$ cat config.mk
export PLATFORM = sky130hd
export DESIGN_NAME = mem_access_unit
export DESIGN_NICKNAME = d
export VERILOG_FILES = /design/src/rtl/mem_access_unit.sv
export SDC_FILE = /design/constraint.sdc
export NUM_CORES = 1
export LEC_CHECK = 0
export BUFFER_PORTS_ARGS = -buffer_cell sky130_fd_sc_hd__buf_2
export CORE_ASPECT_RATIO = 1.4
export CORE_MARGIN = 4
export CORE_UTILIZATION = 49
export CTS_BUF_LIST = sky130_fd_sc_hd__clkbuf_8 sky130_fd_sc_hd__clkbuf_16
export CTS_CLUSTER_DIAMETER = 200
export DETAILED_ROUTE_END_ITERATION = 16
export PLACE_DENSITY_LB_ADDON = 0.25
export SYNTH_ARGS = -nofsm -noshare
export SYNTH_HDL_FRONTEND = slang
export SYNTH_SLANG_ARGS = --single-unit
export TNS_END_PERCENT = 10
$ cat constraint.sdc
create_clock -name clk -period 2.1 [get_ports clk]
set_input_delay 0.21 -clock clk [delete_from_list [all_inputs] [get_ports clk]]
set_output_delay 0.21 -clock clk [all_outputs]
set_load 0.02 [all_outputs]
$ cat src/rtl/mem_access_unit.sv
// mem_access_unit: memory-stage load/store unit in front of a word-wide,
// single-port data memory with synchronous read and whole-word write enable.
//   clk, rst          clock, asynchronous active-low reset
//   req_*             pipeline request (valid, we, funct3, byte addr, wdata)
//   ready             high while idle; requests are accepted on req_valid && ready
//   load_valid        one-cycle pulse with registered, formatted load_data
//   err, err_addr     one-cycle pulse on a rejected request, and its byte address
//   dm_*              word-indexed memory port (addr, write data/enable, read data)
// Word stores complete in one cycle; sub-word stores use a read-modify-write.
module mem_access_unit #(
   parameter int unsigned MEM_BITS = 12
) (
   input  logic        clk,
   input  logic        rst,
   input  logic        req_valid,
   input  logic        req_we,
   input  logic [2:0]  req_funct3,
   input  logic [31:0] req_addr,
   input  logic [31:0] req_wdata,
   output logic        ready,
   output logic        load_valid,
   output logic [31:0] load_data,
   output logic        err,
   output logic [31:0] err_addr,
   output logic [31:0] dm_addr,
   output logic [31:0] dm_data_in,
   output logic        dm_write_en,
   input  logic [31:0] dm_data_out
);

   typedef enum logic [1:0] {StIdle, StLoadWait, StRmw} state_e;

   state_e                state_q, state_d;
   logic [MEM_BITS-1:0]   idx_q;
   logic [1:0]            off_q;
   logic [2:0]            f3_q;
   logic [15:0]           wdata_q;
   logic                  load_valid_q;
   logic [31:0]           load_data_q;
   logic                  err_q;
   logic [31:0]           err_addr_q;

   logic                  accept;
   logic                  legal;
   logic                  capture;
   logic                  we_raw;
   logic [31:0]           data_in;
   logic [31:0]           addr_out;
   logic [31:0]           load_fmt;
   logic [31:0]           merged;
   logic [7:0]            byte_sel;
   logic [15:0]           half_sel;

   assign ready  = (state_q == StIdle);
   assign accept = req_valid && ready;

   // Loads accept all five encodings, stores only b/h/w; alignment per size.
   always_comb begin
      legal = 1'b0;
      case (req_funct3)
         3'b000:  legal = 1'b1;
         3'b001:  legal = ~req_addr[0];
         3'b010:  legal = (req_addr[1:0] == 2'b00);
         3'b100:  legal = ~req_we;
         3'b101:  legal = ~req_we & ~req_addr[0];
         default: legal = 1'b0;
      endcase
   end

   // Lane extraction from the memory read word for loads.
   always_comb begin
      byte_sel = 8'h00;
      case (off_q)
         2'd0:    byte_sel = dm_data_out[7:0];
         2'd1:    byte_sel = dm_data_out[15:8];
         2'd2:    byte_sel = dm_data_out[23:16];
         default: byte_sel = dm_data_out[31:24];
      endcase
      half_sel = off_q[1] ? dm_data_out[31:16] : dm_data_out[15:0];
      load_fmt = dm_data_out;
      case (f3_q)
         3'b000:  load_fmt = {{24{byte_sel[7]}}, byte_sel};
         3'b001:  load_fmt = {{16{half_sel[15]}}, half_sel};
         3'b100:  load_fmt = {24'h000000, byte_sel};
         3'b101:  load_fmt = {16'h0000, half_sel};
         default: load_fmt = dm_data_out;
      endcase
   end

   // Replace the target lane of the old word with the latched store data.
   always_comb begin
      merged = dm_data_out;
      if (f3_q == 3'b000) begin
         case (off_q)
            2'd0:    merged[7:0]   = wdata_q[7:0];
            2'd1:    merged[15:8]  = wdata_q[7:0];
            2'd2:    merged[23:16] = wdata_q[7:0];
            default: merged[31:24] = wdata_q[7:0];
         endcase
      end else if (off_q[1]) begin
         merged[31:16] = wdata_q;
      end else begin
         merged[15:0] = wdata_q;
      end
   end

   always_comb begin
      state_d  = state_q;
      we_raw   = 1'b0;
      data_in  = 32'h0;
      capture  = 1'b0;
      addr_out = {{(32-MEM_BITS){1'b0}}, idx_q};
      case (state_q)
         StIdle: begin
            addr_out = {{(32-MEM_BITS){1'b0}}, req_addr[MEM_BITS+1:2]};
            if (accept && legal) begin
               if (!req_we) begin
                  capture = 1'b1;
                  state_d = StLoadWait;
               end else if (req_funct3 == 3'b010) begin
                  we_raw  = 1'b1;
                  data_in = req_wdata;
               end else begin
                  capture = 1'b1;
                  state_d = StRmw;
               end
            end
         end
         StLoadWait: begin
            state_d = StIdle;
         end
         StRmw: begin
            we_raw  = 1'b1;
            data_in = merged;
            state_d = StIdle;
         end
         default: begin
            state_d = StIdle;
         end
      endcase
   end

   always_ff @(posedge clk or negedge rst) begin
      if (!rst) begin
         state_q      <= StIdle;
         idx_q        <= '0;
         off_q        <= 2'b00;
         f3_q         <= 3'b000;
         wdata_q      <= 16'h0;
         load_valid_q <= 1'b0;
         load_data_q  <= 32'h0;
         err_q        <= 1'b0;
         err_addr_q   <= 32'h0;
      end else begin
         state_q      <= state_d;
         load_valid_q <= (state_q == StLoadWait);
         err_q        <= accept && !legal;
         if (capture) begin
            idx_q   <= req_addr[MEM_BITS+1:2];
            off_q   <= req_addr[1:0];
            f3_q    <= req_funct3;
            wdata_q <= req_wdata[15:0];
         end
         if (state_q == StLoadWait) begin
            load_data_q <= load_fmt;
         end
         if (accept && !legal) begin
            err_addr_q <= req_addr;
         end
      end
   end

   assign load_valid  = load_valid_q;
   assign load_data   = load_data_q;
   assign err         = err_q;
   assign err_addr    = err_addr_q;
   assign dm_addr     = addr_out;
   assign dm_data_in  = data_in;
   // Gated so an aborting reset can never produce a partial write.
   assign dm_write_en = we_raw & rst;

endmodule
; ---- Yosys cells after proc, flatten, opt, wreduce, memory -nomap -nowiden
; Cells that the tools add are included.
[totals]
regBits = 101
latch_bits = 0
ramBits = 0
rom_bits = 0
input_bits = 103
output_inout_bits = 132
word_cells = 65
mem_count = 0
[op_classes]
n_addsub = 0
n_mul = 0
div_mod_pow = 0
n_lt_le_gt_ge = 0
n_eq_ne = 13
n_shift = 0
mux = 28
bitwise_logic = 4
n_reduce_logical = 11
[op_table]
columns = op, count
row1 = 2-to-1 mux 32 bit, 4
row2 = one-hot mux 32 bit (4 select lines), 1
row3 = one-hot mux 32 bit (2 select lines), 1
row4 = 2-to-1 mux 16 bit, 3
row5 = 2-to-1 mux 8 bit, 4
row6 = one-hot mux 8 bit (3 select lines), 1
row7 = equality test 3 bit (second input constant), 4
row8 = 2-to-1 mux 12 bit, 1
row9 = 2-to-1 mux 2 bit, 4
row10 = 2-to-1 mux 1 bit, 7
row11 = equality test 3 x 1 -> 1 bit (second input constant), 2
row12 = logical NOT 2 bit, 3
row13 = logical NOT 3 bit, 2
row14 = one-hot mux 1 bit (5 select lines), 1
row15 = equality test 2 x 1 -> 1 bit (second input constant), 2
row16 = equality test 2 bit (second input constant), 2
row17 = equality test 3 x 2 -> 1 bit (second input constant), 1
row18 = logical AND 1 bit, 3
row19 = != test 3 bit (second input constant), 1
row20 = OR reduction 3 bit, 1
row21 = bitwise AND 1 bit, 2
row22 = != test 2 x 1 -> 1 bit (second input constant), 1
row23 = inverter 1 bit, 2
row24 = one-hot mux 1 bit (2 select lines), 1
row25 = other kinds (2), 2

; ---- Depth between registers and ports, before layout
[depth]
depth_word = 7
depth_mapped = 6
mapped_depth_nobuf = 4

; ---- Least setup slack after synthesis
; No wires, ideal clock.
[synth_path]
path_kind = register to output
start = reg state_q[1]
end = out dm_write_en
arrival_time_ps = 1800
required_time_ps = 1890
slack_ps = 90
stages_incl_launch_ff = 6
path_buffers = 1
path_cell_list = dfrtp_1 -> or3b_1 -> clkbuf_1 -> a211oi_2 -> nor2_1 -> nor3b_1
[synth_between]
elab_chain_cells = 6
elab_cells_between_ends = 7
cone_classes = eq/ne (1) / mux (2) / bitwise (1) / reduce/logical (3)
[synth_rtl]
columns = element, line
row1 = start: declaration, 33  ; state_e state_q, state_d;
row2 = start signal: assignment, 145  ; state_q <= StIdle;
row3 = start signal: assignment, 155  ; state_q <= state_d;
row4 = logical NOT 2 bit, "54, 113"
row5 = logical AND 1 bit, 55  ; assign accept = req_valid && ready;
row6 = logical AND 1 bit, 116  ; if (accept && legal) begin
row7 = 2-to-1 mux 1 bit, 116
row8 = one-hot mux 1 bit (2 select lines) (*), 113  ; case (state_q)
row9 = bitwise AND 1 bit (*), 180  ; assign dm_write_en = we_raw & rst;
row10 = end: declaration, 27  ; output logic dm_write_en,
; Every way passes the cells marked *; elsewhere a longest branch is shown, timed or not.

; ---- Worst setup path in the final report
[layout_path]
start = reg f3_q[1]
end = out dm_data_in[12]
[layout_between]
elab_chain_cells = 3
[layout_rtl]
columns = element, line
row1 = start: declaration, 36  ; logic [2:0] f3_q;
row2 = start signal: assignment, 161  ; f3_q <= req_funct3;
row3 = logical NOT 3 bit, 93  ; if (f3_q == 3'b000) begin
row4 = 2-to-1 mux 32 bit, 93
row5 = one-hot mux 32 bit (2 select lines), 113
row6 = end: declaration, 26  ; output logic [31:0] dm_data_in,
; Every way passes these cells.

==> flow_summary_export.csv <==
group,metric,value,unit
floorplanning,std_cell_rows,45,
critical_path,crit_path_end,"dm_data_in[12]",
place,portBuffers,214,
clock_tree,clkLatencyLatePin,0.34,ns
critical_path,startpoint,"f3_q[1]$_DFFE_PN0P_",
detailed_routing,drc,0,
floorplanning,start_util,0.5063,
final_layout,nets,845,
critical_path,r2r_cells,6,
critical_path,required,1.89,ns
clock_tree,cts_buffers,9,
detailed_routing,drt-total-wl,17670,µm
synth,synth_area,5559,µm²
sta,clock.fmax,0.4580,GHz
clock_tree,h-tree-depth,3,
synth,synth_seq_cells,101,
final_layout,final_cells,889,
detailed_routing,antenna_left,0,
global_route,overflow,0,
critical_path,reg2reg_to,"wdata_q[11]$_DFFE_PN0P_",
clock_tree,tritoncts,"done",
synth,ys.flop_type,"dfrtp_1",
detailed_routing,dr.first_iter.drc_count,315,
synth,synth-seq-area-share,0.4546,
place,place.gp.congestion,0.9440,
clock_tree,clock-sinks,101,
power,leakage,3.749,nW
critical_path,crit_path_max_fanout,8,
sta,min_period_over_period,1.040,
run,drv_cap,0,
floorplanning,die_area,13140,µm²
critical_path,worst-setup-path-type,"reg -> out",
sta,maxSlewHeadroom,0.6180,
synth,synth_enable_flop_cells,0,
power,peakVddDrop,560.3,µV
detailed_routing,vias,5068,
sta,slew_viol_final,0,
global_route,antenna_found_initial,1,
place,hpwl,12920,µm
floorplanning,ios,235,
clock_tree,clockBufferDepth,2,
detailed_routing,drt_pass1_iterations,8,
worst_hold_path,hold_path_class,"in -> reg",
synth,synthArstFlopShare,1.000,
place,postPlaceCellArea,6788,µm²
critical_path,end_kind,"output port",
sta,rsz0062_at_grt,"true",
power,p_per_area,991.0,nW/µm²
clock_tree,cts_root_buffer,"clkbuf_16",
sta,worst_pin_slew,0.5730,ns
critical_path,start_kind,"register",
detailed_routing,routed_via_density,5.701,
sta,timing.hold.ws,0.07578,ns
sta,fin_crit,2.183,ns
sta,setup_violations,30,
global_route,track_usage,0.2589,
floorplanning,core-area,10980,µm²
outcome,outcome,"finished with violations",
synth,synth_warnings,0,
place,dp.cells,865,
global_route,grt_max_degree,102,
worst_hold_path,hold_depth,2,
power,p_total,7.363,mW
synth,postSynthCellCount,520,
global_route,grt_pass1_wl,27120,µm
final_layout,drive_above_1_share,0.5020,
final_layout,area_growth,33.65,%
clock_tree,clk_pin_slew,0.07,ns
final_layout,stdcell_area,7430,µm²
floorplanning,die_y,134.0,µm
critical_path,regToRegStartpoint,"state_q[1]$_DFFE_PN0P_",
synth,yosysUniqueCellTypes,42,
sta,hold_viol_final,0,
synth,avgSynthCellArea,10.69,µm²
floorplanning,fp.dieW,98.02,µm
detailed_routing,wl_per_cell,19.87,µm
sta,layout_setup_ws,-0.08338,ns
outcome,violations,"negative setup slack",
critical_path,reg2reg_slack,0.18,ns
global_route,grt_pass1_vias,5035,
critical_path,cp.arrival,1.97,ns
sta,finalClockSkew,0.004537,ns
==> worst max-delay path: stages (launching register included) <==
cell	delay (ns)
dfrtp_2	0.46
nor3_4	0.26
buf_6	0.20
a21oi_2	0.13
o21ai_0	0.33
o21ai_1	0.09
buf_4	0.16
==> how the worst min path moves through the flow <==
stage | from | endpoint | slack, ns
after floorplan | rst | err$_DFF_PN0_ | -0.09
after global placement | rst | wdata_q[13]$_DFFE_PN0P_ | 0.34
after detailed placement | rst | wdata_q[12]$_DFFE_PN0P_ | 0.34
after CTS | req_we | state_q[0]$_DFFE_PN0P_ | 0.07
after global routing | req_we | state_q[0]$_DFFE_PN0P_ | 0.08
final | req_we | state_q[0]$_DFFE_PN0P_ | 0.08
==> kinds of logic after synthesis <==
logic type,Yosys count,synth area share
multiplexers,101,0.2197
flip-flops,101,0.4546
AND/OR/NAND/NOR,144,0.1254
AO/OA/AOI/OAI,109,0.1350
buffers and inverters,64,0.06460
other,1,0.0006746
==> metal layers <==
| metal | GRT usage | share of wire |
|---|---|---|
| met4 | 0.1170 | 0.041 |
| met1 | 0.3193 | 0.36 |
| met2 | 0.4216 | 0.49 |
| met3 | 0.07284 | 0.10 |
| met5 | 0 | 0 |
==> flip-flops by register name, summed over array words and instances (netlist names) <==
register / count
load_valid: 1
f3_q: 3
wdata_q: 16
err: 1
state_q: 2
off_q: 2
idx_q: 12
load_data: 32
err_addr: 32
==> power by group <==
part           leakage, nW  internal (mW)  switching [mW]  total (mW)
Sequential            1.20           2.47           0.336        2.80
Clock                0.135          0.819           0.773        1.59
Combinational         2.42           1.30            1.66        2.97
==> synth_stat cells (17+ instances only) <==
master / n / share of area
a21oi_1: 17 / 0.015
buf_4: 23 / 0.031
clkbuf_1: 17 / 0.011
dfrtp_1: 101 / 0.45
mux2_2: 46 / 0.093
mux2_4: 28 / 0.076
mux2i_1: 26 / 0.047
nand2_1: 54 / 0.036
nand2b_1: 19 / 0.021
nand3_1: 28 / 0.025
nor2_1: 17 / 0.011
o21ai_0: 33 / 0.030
==> area by class of cell <==
| type | count | area (µm²) |
|---|---|---|
| Clock inverter | 7 | 58.81 |
| Antenna cell | 1 | 2.502 |
| Sequential cell | 101 | 2531 |
| Timing Repair Buffer | 245 | 1521 |
| Fill cell | 881 | 3550 |
| Inverter | 11 | 41.29 |
| Multi-Input combinational cell | 374 | 2873 |
| Tap cell | 141 | 176.4 |
| Clock buffer | 9 | 225.2 |
==> through the flow <==
stage	TNS (ns)	worst slack [ns]	util
global route	-4.123	-0.1822	0.6767
detailed placement	0	0.02465	0.6182
CTS	-4.477	-0.1801	0.6691
finish	-1.343	-0.08338	0.6767
global placement	0	0.08789	0.6182
floorplan	0	0.09017	-
==> placed cells by master (no fill, tap or decap), types with 10 or more instances in the layout <==
master,n
o21ai_1,21
mux2_4,28
inv_1,10
nand3_1,28
mux2i_1,22
conb_1,20
buf_4,41
nand2_1,51
nor2_1,16
buf_6,18
nand2b_1,19
buf_2,180
dfrtp_1,98
a21oi_1,16
a22o_1,10
mux2_2,46
==> repair_timing <==
action | 4_1_cts | 5_1_grt
endpoints found under the hold margin | 101 | 0
buffers inserted | 5 | 0
resized for setup | 75 | 40
endpoints found under the setup margin | 33 | 33
cloned | 2 | 1
hold buffers | 1 | 0
pin swaps | 10 | 5
Note: power is estimated with default switching activity, not from simulation.
